--- src/rtl/cpu_pkg.sv ---
// Shared definitions for the hardwired control sequencer.
// Covers opcodes, ALU codes, the T-state encoding and the packed control vector.
package cpu_pkg;

    localparam int OPW  = 5;
    localparam int ALUW = 5;

    localparam logic [OPW-1:0] OP_LD         = 5'b00000;
    localparam logic [OPW-1:0] OP_LDI        = 5'b00001;
    localparam logic [OPW-1:0] OP_ST         = 5'b00010;
    localparam logic [OPW-1:0] OP_RTYPE_LO   = 5'b00011;
    localparam logic [OPW-1:0] OP_RTYPE_HI   = 5'b01011;
    localparam logic [OPW-1:0] OP_ADDI       = 5'b01100;
    localparam logic [OPW-1:0] OP_BR         = 5'b10010;
    localparam logic [OPW-1:0] OP_NOP        = 5'b11010;
    localparam logic [OPW-1:0] OP_HALT       = 5'b11011;

    localparam logic [ALUW-1:0] ALU_ADD   = 5'b00011;
    localparam logic [ALUW-1:0] ALU_INCPC = 5'b11111;

    typedef enum logic [3:0] {
        S_RESET = 4'd0,
        S_T0    = 4'd1,
        S_T1    = 4'd2,
        S_T2    = 4'd3,
        S_T3    = 4'd4,
        S_T4    = 4'd5,
        S_T5    = 4'd6,
        S_T6    = 4'd7,
        S_T7    = 4'd8,
        S_HALT  = 4'd9
    } state_t;

    typedef struct packed {
        logic            run;
        logic            hi_in;
        logic            lo_in;
        logic            z_in;
        logic            pc_in;
        logic            mdr_in;
        logic            mar_in;
        logic            y_in;
        logic            oport_in;
        logic            ir_in;
        logic            hi_out;
        logic            lo_out;
        logic            z_hi_out;
        logic            z_lo_out;
        logic            pc_out;
        logic            mdr_out;
        logic            iport_out;
        logic            c_out;
        logic            gra;
        logic            grb;
        logic            grc;
        logic            r_in;
        logic            r_out;
        logic            ba_out;
        logic            con_in;
        logic            mem_read;
        logic            mem_write;
        logic [ALUW-1:0] alu_code;
    } ctrl_t;

    function automatic logic is_rtype(input logic [OPW-1:0] op);
        return (op >= OP_RTYPE_LO) && (op <= OP_RTYPE_HI);
    endfunction

endpackage

--- src/rtl/cu_decode.sv ---
// Combinational control-word decoder for the sequencer.
// Maps (T-state, opcode, branch condition) to the full DataPath control vector.
module cu_decode
    import cpu_pkg::*;
(
    input  state_t          state,
    input  logic [OPW-1:0]  opcode,
    input  logic            con_out,
    output ctrl_t           ctrl
);

    logic is_ld;
    logic is_ldi;
    logic is_st;
    logic is_rt;
    logic is_addi;
    logic is_br;

    assign is_ld   = (opcode == OP_LD);
    assign is_ldi  = (opcode == OP_LDI);
    assign is_st   = (opcode == OP_ST);
    assign is_rt   = is_rtype(opcode);
    assign is_addi = (opcode == OP_ADDI);
    assign is_br   = (opcode == OP_BR);

    always_comb begin
        ctrl = '0;
        unique case (state)
            S_T0: begin
                ctrl.run      = 1'b1;
                ctrl.pc_out   = 1'b1;
                ctrl.mar_in   = 1'b1;
                ctrl.z_in     = 1'b1;
                ctrl.alu_code = ALU_INCPC;
            end
            S_T1: begin
                ctrl.run      = 1'b1;
                ctrl.z_lo_out = 1'b1;
                ctrl.pc_in    = 1'b1;
                ctrl.mem_read = 1'b1;
                ctrl.mdr_in   = 1'b1;
            end
            S_T2: begin
                ctrl.run     = 1'b1;
                ctrl.mdr_out = 1'b1;
                ctrl.ir_in   = 1'b1;
            end
            S_T3: begin
                ctrl.run = 1'b1;
                if (is_ld || is_ldi || is_st) begin
                    ctrl.grb    = 1'b1;
                    ctrl.ba_out = 1'b1;
                    ctrl.y_in   = 1'b1;
                end else if (is_rt || is_addi) begin
                    ctrl.grb   = 1'b1;
                    ctrl.r_out = 1'b1;
                    ctrl.y_in  = 1'b1;
                end else if (is_br) begin
                    ctrl.gra    = 1'b1;
                    ctrl.r_out  = 1'b1;
                    ctrl.con_in = 1'b1;
                end
            end
            S_T4: begin
                ctrl.run = 1'b1;
                if (is_ld || is_ldi || is_st || is_addi) begin
                    ctrl.c_out    = 1'b1;
                    ctrl.z_in     = 1'b1;
                    ctrl.alu_code = ALU_ADD;
                end else if (is_rt) begin
                    ctrl.grc      = 1'b1;
                    ctrl.r_out    = 1'b1;
                    ctrl.z_in     = 1'b1;
                    ctrl.alu_code = opcode;
                end else if (is_br) begin
                    ctrl.pc_out = 1'b1;
                    ctrl.y_in   = 1'b1;
                end
            end
            S_T5: begin
                ctrl.run = 1'b1;
                if (is_ld || is_st) begin
                    ctrl.z_lo_out = 1'b1;
                    ctrl.mar_in   = 1'b1;
                end else if (is_ldi || is_rt || is_addi) begin
                    ctrl.z_lo_out = 1'b1;
                    ctrl.gra      = 1'b1;
                    ctrl.r_in     = 1'b1;
                end else if (is_br) begin
                    ctrl.c_out    = 1'b1;
                    ctrl.z_in     = 1'b1;
                    ctrl.alu_code = ALU_ADD;
                end
            end
            S_T6: begin
                ctrl.run = 1'b1;
                if (is_ld) begin
                    ctrl.mem_read = 1'b1;
                    ctrl.mdr_in   = 1'b1;
                end else if (is_st) begin
                    // mem_read stays low so the MDR input mux takes the bus
                    ctrl.gra    = 1'b1;
                    ctrl.r_out  = 1'b1;
                    ctrl.mdr_in = 1'b1;
                end else if (is_br && con_out) begin
                    ctrl.pc_in    = 1'b1;
                    ctrl.z_lo_out = 1'b1;
                end
            end
            S_T7: begin
                ctrl.run = 1'b1;
                if (is_ld) begin
                    ctrl.mdr_out = 1'b1;
                    ctrl.gra     = 1'b1;
                    ctrl.r_in    = 1'b1;
                end else if (is_st) begin
                    ctrl.mem_write = 1'b1;
                end
            end
            default: ctrl = '0;
        endcase
    end

endmodule

--- src/rtl/control_unit.sv ---
// Hardwired Moore control sequencer driving every DataPath control input.
// Holds the T-state register and next-state logic; control words come from cu_decode.
module control_unit
    import cpu_pkg::*;
(
    input  logic             clock,
    input  logic             clear,
    input  logic [31:0]      IR,
    input  logic             ConOut,
    input  logic             stop,
    output logic             run,
    output logic             HiIn,
    output logic             LoIn,
    output logic             ZIn,
    output logic             PCIn,
    output logic             MDRIn,
    output logic             MARIn,
    output logic             YIn,
    output logic             OPortIn,
    output logic             IRIn,
    output logic             HiOut,
    output logic             LoOut,
    output logic             ZHiOut,
    output logic             ZLoOut,
    output logic             PCOut,
    output logic             MDROut,
    output logic             IPortOut,
    output logic             COut,
    output logic             Gra,
    output logic             Grb,
    output logic             Grc,
    output logic             RIn,
    output logic             ROut,
    output logic             BAOut,
    output logic             Conin,
    output logic             memread,
    output logic             memwrite,
    output logic [ALUW-1:0]  ALUCode,
    output logic             initMem
);

    state_t         state;
    state_t         next_state;
    state_t         boundary;
    logic [OPW-1:0] opcode;
    ctrl_t          ctrl;
    logic           ir_unused;

    assign opcode    = IR[31:27];
    assign ir_unused = ^IR[26:0];

    always_ff @(posedge clock or posedge clear) begin
        if (clear) state <= S_RESET;
        else       state <= next_state;
    end

    // stop only takes effect on an edge that would otherwise start a new fetch
    assign boundary = stop ? S_HALT : S_T0;

    always_comb begin
        next_state = state;
        unique case (state)
            S_RESET: next_state = boundary;
            S_T0:    next_state = S_T1;
            S_T1:    next_state = S_T2;
            S_T2:    next_state = S_T3;
            S_T3: begin
                if (opcode == OP_HALT)
                    next_state = S_HALT;
                else if (opcode == OP_LD || opcode == OP_LDI || opcode == OP_ST ||
                         is_rtype(opcode) || opcode == OP_ADDI || opcode == OP_BR)
                    next_state = S_T4;
                else
                    next_state = boundary;
            end
            S_T4:    next_state = S_T5;
            S_T5: begin
                if (opcode == OP_LD || opcode == OP_ST || opcode == OP_BR)
                    next_state = S_T6;
                else
                    next_state = boundary;
            end
            S_T6: begin
                if (opcode == OP_LD || opcode == OP_ST)
                    next_state = S_T7;
                else
                    next_state = boundary;
            end
            S_T7:    next_state = boundary;
            S_HALT:  next_state = S_HALT;
            default: next_state = S_RESET;
        endcase
    end

    cu_decode u_decode (
        .state   (state),
        .opcode  (opcode),
        .con_out (ConOut),
        .ctrl    (ctrl)
    );

    assign run      = ctrl.run;
    assign HiIn     = ctrl.hi_in;
    assign LoIn     = ctrl.lo_in;
    assign ZIn      = ctrl.z_in;
    assign PCIn     = ctrl.pc_in;
    assign MDRIn    = ctrl.mdr_in;
    assign MARIn    = ctrl.mar_in;
    assign YIn      = ctrl.y_in;
    assign OPortIn  = ctrl.oport_in;
    assign IRIn     = ctrl.ir_in;
    assign HiOut    = ctrl.hi_out;
    assign LoOut    = ctrl.lo_out;
    assign ZHiOut   = ctrl.z_hi_out;
    assign ZLoOut   = ctrl.z_lo_out;
    assign PCOut    = ctrl.pc_out;
    assign MDROut   = ctrl.mdr_out;
    assign IPortOut = ctrl.iport_out;
    assign COut     = ctrl.c_out;
    assign Gra      = ctrl.gra;
    assign Grb      = ctrl.grb;
    assign Grc      = ctrl.grc;
    assign RIn      = ctrl.r_in;
    assign ROut     = ctrl.r_out;
    assign BAOut    = ctrl.ba_out;
    assign Conin    = ctrl.con_in;
    assign memread  = ctrl.mem_read;
    assign memwrite = ctrl.mem_write;
    assign ALUCode  = ctrl.alu_code;
    assign initMem  = 1'b0;

endmodule

--- config.mk ---
export PLATFORM = sky130hd
export DESIGN_NAME = control_unit
export DESIGN_NICKNAME = d
export VERILOG_FILES = /design/src/rtl/cpu_pkg.sv /design/src/rtl/cu_decode.sv /design/src/rtl/control_unit.sv
export SDC_FILE = /design/constraint.sdc
export NUM_CORES = 1
export LEC_CHECK = 0
export CAP_MARGIN = 0
export CORE_ASPECT_RATIO = 1.1
export CORE_MARGIN = 2
export CORE_UTILIZATION = 32
export DETAILED_ROUTE_END_ITERATION = 6
export PLACE_DENSITY_LB_ADDON = 0.15
export SETUP_SLACK_MARGIN = 0.1
export SLEW_MARGIN = 20
export SYNTH_ARGS = -nofsm -noshare
export SYNTH_HDL_FRONTEND = slang
export SYNTH_SLANG_ARGS = --single-unit
--- constraint.sdc ---
create_clock -name clock -period 2.5 [get_ports clock]
set_input_delay 0.375 -clock clock [delete_from_list [all_inputs] [get_ports clock]]
set_output_delay 0.375 -clock clock [all_outputs]
set_load 0.1 [all_outputs]
After elaboration in Yosys (flattened, before gate mapping)
Index checks and enable logic that the tools add are counted.
- flip-flop bits (word level): 4
- input port bits: 36
- output and inout bits: 33
- word-level logic and storage cells: 92
- magnitude comparators: 2
- equal/unequal tests: 14
- multiplexer cells: 58
- reduce and logical (&&, ||, !) cells: 17
- operators with widths (kind ; count):
    4-bit case mux with 9 select lines ; 1
    1-bit two-way mux ; 32
    4-bit two-way mux ; 5
    5-bit two-way mux ; 4
    4-bit by 3-bit == test with 1-bit output, second input constant ; 4
    5-bit case mux with 3 select lines ; 1
    1-bit case mux with 2 select lines ; 7
    1-bit logical OR ; 11
    5-bit == test, second input constant ; 2
    1-bit case mux with 3 select lines ; 3
    4-bit by 2-bit == test with 1-bit output, second input constant ; 2
    4-bit == test, second input constant ; 2
    8-bit OR reduction ; 1
    2-bit two-way mux ; 3
    5-bit by 1-bit == test with 1-bit output, second input constant ; 1
    5-bit by 2-bit == test with 1-bit output, second input constant ; 1
    5-bit by 4-bit == test with 1-bit output, second input constant ; 1
    5-bit by 2-bit >= comparator with 1-bit output, second input constant ; 1
    5-bit by 4-bit less-or-equal comparator with 1-bit output, second input constant ; 1
    5-bit zero test ; 1
    4-bit by 1-bit == test with 1-bit output, second input constant ; 1
    4-bit zero test ; 1
    1-bit case mux with 4 select lines ; 1
    2-bit case mux with 2 select lines ; 1
    other kinds (2) ; 3

Logic depth before layout (Yosys ltp)
Gate-level depths: netlist of the first run.
- depth after elaboration: 9
- gate-level depth with buffers: 5
- depth with buffers taken out: 4

By module
A second synthesis of the first run with hierarchy kept.
- cells, all modules: 133
- area, all modules: 962.2 um^2
- modules (own cells, without submodules) (module ; times used ; cells an instance ; area an instance (um^2) ; sequential area each (um^2)):
    cu_decode ; 1 ; 89 ; 616.8 ; 0.0
    control_unit ; 1 ; 44 ; 345.3 ; 100.1

Worst setup path after synthesis of the first run
No wires, ideal clock.
- path kind: reg-to-output
- from: register state[0]
- to: output ALUCode[0]
- arrival time: 4128 ps
- required time: 2125 ps
- slack: -2003 ps
- cell stages (with the launch flop): 6
- buffers on the path: 1
- cell sequence: dfrtp_1 > clkbuf_1 > nand2b_1 > nor3_1 > a31oi_1 > o21ai_0
- cells in the longest elaborated chain, start to end: 2
- elaborated cells between the ends (all ways): 4
- classes of those cells: eq/ne (3); mux (1)
- RTL lines (element ; RTL line ; RTL):
    start: declaration ; control_unit.sv:42 ; state_t state;
    start signal: assignment ; control_unit.sv:54 ; else state <= next_state;
    4-bit by 3-bit == test with 1-bit output / 4-bit by 1-bit == test with 1-bit output (equally long branches) ; cu_decode.sv:28 ; unique case (state)
    5-bit case mux with 3 select lines * ; cu_decode.sv:28 ;
    end: declaration ; control_unit.sv:38 ; output logic [ALUW-1:0] ALUCode,
Mark *: on every way between the ends. The rest lies on a longest branch, timed or not.

Worst setup path in the final report of the first run
- from: input IR[31]
- to: output Gra
- cells in the longest elaborated chain, start to end: 7
- elaborated cells between the ends (all ways): 23
- classes of those cells: order compare (2); eq/ne (4); mux (9); reduce/logical (8)
- RTL lines (element ; RTL line ; RTL):
    start: declaration ; control_unit.sv:8 ; input logic [31:0] IR,
    5-bit by 2-bit >= comparator with 1-bit output / 5-bit by 4-bit less-or-equal comparator with 1-bit output (equally long branches) ; cpu_pkg.sv:66 ; return (op >= OP_RTYPE_LO) && (op <= OP_RTYPE_HI);
    1-bit logical AND ; cpu_pkg.sv:66 ;
    1-bit logical OR (2 in series) ; cu_decode.sv:85 ; end else if (is_ldi || is_rt || is_addi) begin
    1-bit two-way mux ; cu_decode.sv:85 ;
    2-bit two-way mux ; cu_decode.sv:82 ; if (is_ld || is_st) begin
    1-bit case mux with 4 select lines * ; cu_decode.sv:28 ;
    end: declaration ; control_unit.sv:29 ; output logic Gra,
Marks and branches as above.

==> results.py, run 1 <==
metrics = {
    "outcome": {
        "status": "complete, no violations",
    },
    "sta": {
        "fmax_mhz": 424.5,
        "timing.hold.ws_ns": 0.3243,
        "hold_violations": 0,
        "setup_viol": 0,
        "fin_skew_ns": 0.005223,
        "finalCritPeriodShare": 0.9422,
        "period_needed_ns": 2.355,
        "maxSlewViolCount": 0,
        "rsz0062_at_grt": "false",
        "setup_slack_ns": 0.1446,
    },
    "clock_network": {
        "cts_setup_buffers": 0,
        "htree_levels": 1,
        "root_buffer": "clkbuf_4",
        "cts_made_buffers": 3,
        "clock_path_buffers": 2,
        "clk_latency_ns": 0.24,
        "cts_tree": "built",
        "clk_pin_slew_worst_paths_ns": 0.04,
        "cts.hold.buffers_added": 0,
        "cts_sinks": 4,
    },
    "finish": {
        "stdcell_count": 204,
        "drive_gt1_frac": 0.5145,
        "final_util": 0.7052,
        "top_regs": "state x4",
        "nets": 211,
        "largest_reg_flops": 4,
        "largest-register": "state",
        "regArea_sq_um": 100.1,
        "n_antenna_cell": 0,
        "fillers": 175,
        "syn_to_final_growth_pct": 114.3,
        "multi_input_area_sq_um": 788.3,
    },
    "logic_synthesis": {
        "synth_flop_cell": "dfrtp_1",
        "ys_ff_latch": 4,
        "yosys_warnings": 0,
        "synth_edf_count": 0,
        "yosysMostFrequentCell": "nor2_1",
        "synth_cell_type_count": 40,
        "avgSynthCellArea_sq_um": 6.498,
        "ys_seq_area_frac": 0.1242,
        "synth_common_cells": "nor2_1 (17), nand2_1 (10), a21oi_1 (9), clkbuf_1 (9), buf_4 (8)",
        "synth_top_area_cell": "dfrtp_1",
        "ys_async_sr_fraction": 1.000,
        "synthCells": 124,
        "synth_area_sq_um": 805.8,
        "synthTopCellsByArea": "dfrtp_1 (12%), nor2_1 (7.9%), buf_4 (7.5%)",
        "synth_top_area_share": 0.1242,
    },
    "global_routing": {
        "overflow": 0,
        "grt_first_pass_wirelength_mm": 5.002,
        "antenna_found_initial": 0,
        "grt_max_degree": 18,
        "grt_pass1_vias": 1101,
        "track_usage": 0.2173,
    },
    "routing": {
        "vias": 1134,
        "ant_nets": 0,
        "route.detailed.drc": 0,
        "viasPerCell": 5.559,
        "dr.pass1.iters": 6,
        "drtIter0Drc": 24,
        "routed_wirelength_mm": 3.064,
        "wl_per_cell_um": 15.02,
    },
    "floorplan": {
        "dieArea_sq_um": 2936,
        "row_count": 19,
        "start_util": 0.3291,
        "die_w_um": 51.85,
        "core_area_sq_um": 2449,
        "die_y_um": 56.63,
        "num_io_pins": 69,
    },
    "placed_design": {
        "io_buffers": 33,
        "hpwl_mm": 2.511,
        "dp_slack_ns": -0.1911,
        "place_inst": 201,
        "place.gp.congestion": 0.9062,
    },
    "hold_path": {
        "hp-class": "input pin to async pin",
    },
    "critical_path": {
        "worstPathArrival_ns": 1.98,
        "path_buf_inv": 2,
        "cp_slowest_cell": "or4_4",
        "r2r-end": "state[3]",
        "max_stage_delay_ns": 0.53,
        "worstPathRequired_ns": 2.12,
        "crit_type": "input pin to primary output",
        "crit_chain": "buf_6 -> or4_4 -> or4_4 -> o31ai_4 -> a311o_2 -> buf_12",
        "critical_path.top_delay_family": "simple AND/OR/NAND/NOR gates",
        "start_kind": "input pin",
        "cp_common_cell": "or4_4",
        "critPathCaptureType": "primary output",
        "ff2ff_path_depth": 5,
        "path_max_fanout": 2,
        "r2r-start": "state[2]",
        "r2r_setup_slack_ns": 1.04,
    },
    "power": {
        "ir_drop_uv": 1701,
        "cellLeakagePower_nw": 0.7004,
        "p_per_area_nw_per_um2": 1498,
    },
    "job": {
        "cap_violations": 0,
    },
}
area by class of cell:
cell class	count	share of cell area
timing repair buffer	57	0.4370
clock buffer	3	0.01304
sequential	4	0.05797
inverter	6	0.01304
multi-input combinational	103	0.4565
tap	31	0.02246
metal layers:
metal / vias up / GRT usage / part of all wire
met5: - / 0 / 0
met4: 0 / 0.06391 / 0.017
met3: 6 / 0.03191 / 0.055
met2: 52 / 0.3779 / 0.56
met1: 540 / 0.2696 / 0.37
li1: 536 / - / -
per-stage QoR:
stage | setup TNS, ns | total power [W] | area [sq um]
floorplan | -1.189 | 0.001701 | 988.4
detailed placement | -0.4049 | 0.002487 | 1683
finish | 0 | 0.002587 | 1727
global route | 0 | 0.002676 | 1727
global placement | -0.3853 | 0.002458 | 1683
CTS | 0 | 0.002572 | 1697
cell families after synthesis:
family                    share of synthesized area
AOI/OAI and AO/OA                            0.3292
and+or+nand+nor                              0.3603
buffers and inverters                        0.1584
muxes                                       0.01242
other                                      0.004654
DFF                                          0.1242
xor gates and xnor gates                    0.01087
report_power, final:
group	total (W)	leakage (nW)	switching (W)	internal, W
registers	0.000139	0.0500	0.0000444	0.0000948
logic	0.00237	0.637	0.00158	0.000788
clock network	0.0000812	0.0138	0.0000274	0.0000538
total	0.00259	0.700	0.00165	0.000937
worst max-delay path by stage:
stage	from	to	depth (start not counted)	slack, ns
after floorplan	state[0]	ALUCode[0]	5	-0.33
after global placement	IR[28]	Gra	6	-0.19
after detailed placement	IR[28]	Gra	6	-0.19
after CTS	IR[27]	ALUCode[3]	7	0.09
after global routing	state[0]	ALUCode[0]	6	0.10
final	IR[31]	Gra	6	0.14
cells in the final DEF (no fill, tap or decap), drive strengths merged, types with 4 or more instances in the layout:
cell,n
a21oi,9
a31oi,6
buf,52
conb,8
dfrtp,4
inv,6
nand2,10
nor2,17
nor3,6
o21ai,9
timing repair:
| item | in CTS | in global routing |
|---|---|---|
| setup endpoints to repair | 14 | 15 |
| resized for setup | 15 | 8 |
| pin swaps | 3 | 2 |
Note: power is estimated with default switching activity, not from simulation.
==> run 2, diff against run 1 <==
--- a/config.mk
+++ b/config.mk
@@ -6,9 +6,11 @@
 export NUM_CORES = 1
 export LEC_CHECK = 0
 export CAP_MARGIN = 0
+export CELL_PAD_IN_SITES_DETAIL_PLACEMENT = 1
+export CELL_PAD_IN_SITES_GLOBAL_PLACEMENT = 1
 export CORE_ASPECT_RATIO = 1.1
 export CORE_MARGIN = 2
-export CORE_UTILIZATION = 32
+export CORE_UTILIZATION = 20
 export DETAILED_ROUTE_END_ITERATION = 6
 export PLACE_DENSITY_LB_ADDON = 0.15
 export SETUP_SLACK_MARGIN = 0.1
==> run 2 against run 1 <==
  * Wire length up 15%
  * Sequential share of layout area down 0.19 points
  * Utilization down 24 points
  * Die area up 55%
  * Register-to-register slack about the same
  * Clock power up 66%
  * First-iteration DRC count up 92%
  * Setup slack worse by 0.061 ns
  * Sequential power about the same
  * Sequential cell count unchanged
  * Global-route usage down 5.3 points
  * Critical endpoint unchanged
  * Largest cell class unchanged
==> results.py, run 2 (synthesis results as in run 1) <==
metrics = {
    "hold_path": {
        "hp-class": "input pin to async pin",
    },
    "clock_network": {
        "cts_made_buffers": 3,
        "htree_levels": 1,
        "cts_tree": "built",
        "clock_path_buffers": 2,
        "root_buffer": "clkbuf_8",
        "clk_pin_slew_worst_paths_ns": 0.03,
        "cts.hold.buffers_added": 0,
        "cts_sinks": 4,
        "clk_latency_ns": 0.22,
    },
    "sta": {
        "setup_viol": 0,
        "period_needed_ns": 2.417,
        "fin_skew_ns": 0.002613,
        "maxSlewViolCount": 0,
        "finalCritPeriodShare": 0.9668,
        "fmax_mhz": 413.8,
        "tns_ns": 0,
        "rsz0062_at_grt": "true",
        "hold_violations": 0,
    },
    "global_routing": {
        "antenna_found_initial": 0,
        "overflow": 0,
        "grt_first_pass_wirelength_mm": 5.885,
        "grt_max_degree": 18,
        "track_usage": 0.1640,
        "grt_pass1_vias": 1183,
    },
    "power": {
        "p_switching_w": 0.001665,
        "swShare": 0.6210,
        "p_int_w": 0.001016,
        "ir_drop_uv": 607.2,
        "power_frac_comb": 0.897,
        "seqPwrFrac": 0.052,
        "cellLeakagePower_nw": 0.7234,
        "clkPwrFrac": 0.050,
        "p_per_area_nw_per_um2": 1483,
    },
    "finish": {
        "top_regs": "state x4",
        "nets": 216,
        "final_util": 0.4631,
        "drive_gt1_frac": 0.5281,
        "n_antenna_cell": 0,
        "largest_reg_flops": 4,
        "layout_common_cells": "buf_4 (29), buf_12 (25), nand2_1 (9), a21oi_1 (8), conb_1 (8)",
        "final_common_cell": "buf_4",
        "stdcell_area_sq_um": 1808,
        "largest-register": "state",
        "syn_to_final_growth_pct": 124.4,
    },
    "critical_path": {
        "worstPathArrival_ns": 2.04,
        "critPathCaptureType": "primary output",
        "crit_type": "flip-flop to primary output",
        "path_buf_inv": 1,
        "crit_chain": "or3b_4 -> or4_4 -> o31ai_4 -> a311o_2 -> buf_12",
        "cp_slowest_cell": "or4_4",
        "worstPathRequired_ns": 2.12,
        "max_stage_delay_ns": 0.57,
        "start_kind": "flip-flop",
        "critical_path.top_delay_family": "simple AND/OR/NAND/NOR gates",
        "r2r-start": "state[0]",
        "path_max_fanout": 3,
        "ff2ff_path_depth": 4,
        "r2r_setup_slack_ns": 1.05,
        "r2r-end": "state[3]",
    },
    "routing": {
        "ant_nets": 0,
        "dr.pass1.iters": 4,
        "routed_wirelength_mm": 3.535,
        "route.detailed.drc": 0,
        "viasPerCell": 4.913,
        "vias": 1130,
        "wl_per_cell_um": 15.37,
        "drtIter0Drc": 46,
    },
    "floorplan": {
        "row_count": 24,
        "dieArea_sq_um": 4553,
        "die_w_um": 64.52,
        "die_y_um": 70.57,
        "core_area_sq_um": 3904,
        "start_util": 0.2064,
        "num_io_pins": 69,
    },
    "placed_design": {
        "post_dp_cell_area_sq_um": 1702,
        "io_buffers": 33,
        "hpwl_mm": 2.783,
        "place.gp.congestion": 0.8116,
    },
    "outcome": {
        "status": "complete, no violations",
    },
    "job": {
        "cap_violations": 0,
    },
}
[run 2: cell types whose count changed in the layout (fill, tap and decap cells not counted), sizes merged]
cell          previous run  this run
dlymetal6s2s             1         0
dlygate4sd2              0         1
buf                     52        57
[run 2: worst max-delay path by stage]
| stage | cells after the start | from | end | slack (ns) |
|---|---|---|---|---|
| after floorplan | 5 | state[0] | ALUCode[0] | -0.33 |
| after global placement | 6 | IR[28] | Gra | -0.19 |
| after detailed placement | 6 | IR[28] | Gra | -0.20 |
| after CTS | 5 | state[2] | Gra | 0.08 |
| after global routing | 5 | state[2] | Gra | 0.04 |
| final | 5 | state[2] | Gra | 0.08 |
[run 2: area by class of cell]
type                            count  area [sq um]
Timing Repair Buffer               62         788.3
Multi-Input combinational cell    103         789.5
Sequential cell                     4         101.3
Clock buffer                        3         41.29
Tap cell                           52         65.06
Fill cell                         450          2096
Inverter                            6         22.52
[run 2: repair_timing]
action | CTS | global route
gates resized for setup | 20 | 4
endpoints found under the setup margin | 17 | 6
pin swaps | 3 | 3
setup buffers | 0 | 6
[run 2: per-stage QoR]
stage | instances | setup slack, ns | hold WS (ns) | total power (W)
global placement | 221 | -0.1861 | 0.5644 | 0.002470
detailed placement | 221 | -0.2018 | 0.5785 | 0.002490
CTS | 224 | 0.08215 | 0.3477 | 0.002637
global route | 230 | 0.04239 | 0.3535 | 0.002793
finish | 230 | 0.08308 | 0.3433 | 0.002682
floorplan | 131 | -0.3319 | 0.1411 | 0.001701
[run 2: layer usage]
metal,vias to the layer above,part of all wire,global-route usage,wire [um]
met1,557,0.41,0.2116,1436
met3,4,0.037,0.02226,131
li1,546,-,-,-
met2,23,0.55,0.2836,1927
met5,-,0,0,0
met4,0,0.011,0.04965,39
[run 2: power by group through the flow]
stage / Sequential, W / Combinational, W / Clock [W]
6_report: 0.000140 / 0.00241 / 0.000135
5_1_grt: 0.000147 / 0.00250 / 0.000149
4_1_cts: 0.000148 / 0.00235 / 0.000138
3_5_place_dp: 0.000148 / 0.00234 / 0
3_3_place_gp: 0.000146 / 0.00232 / 0
2_1_floorplan: 0.000114 / 0.00159 / 0
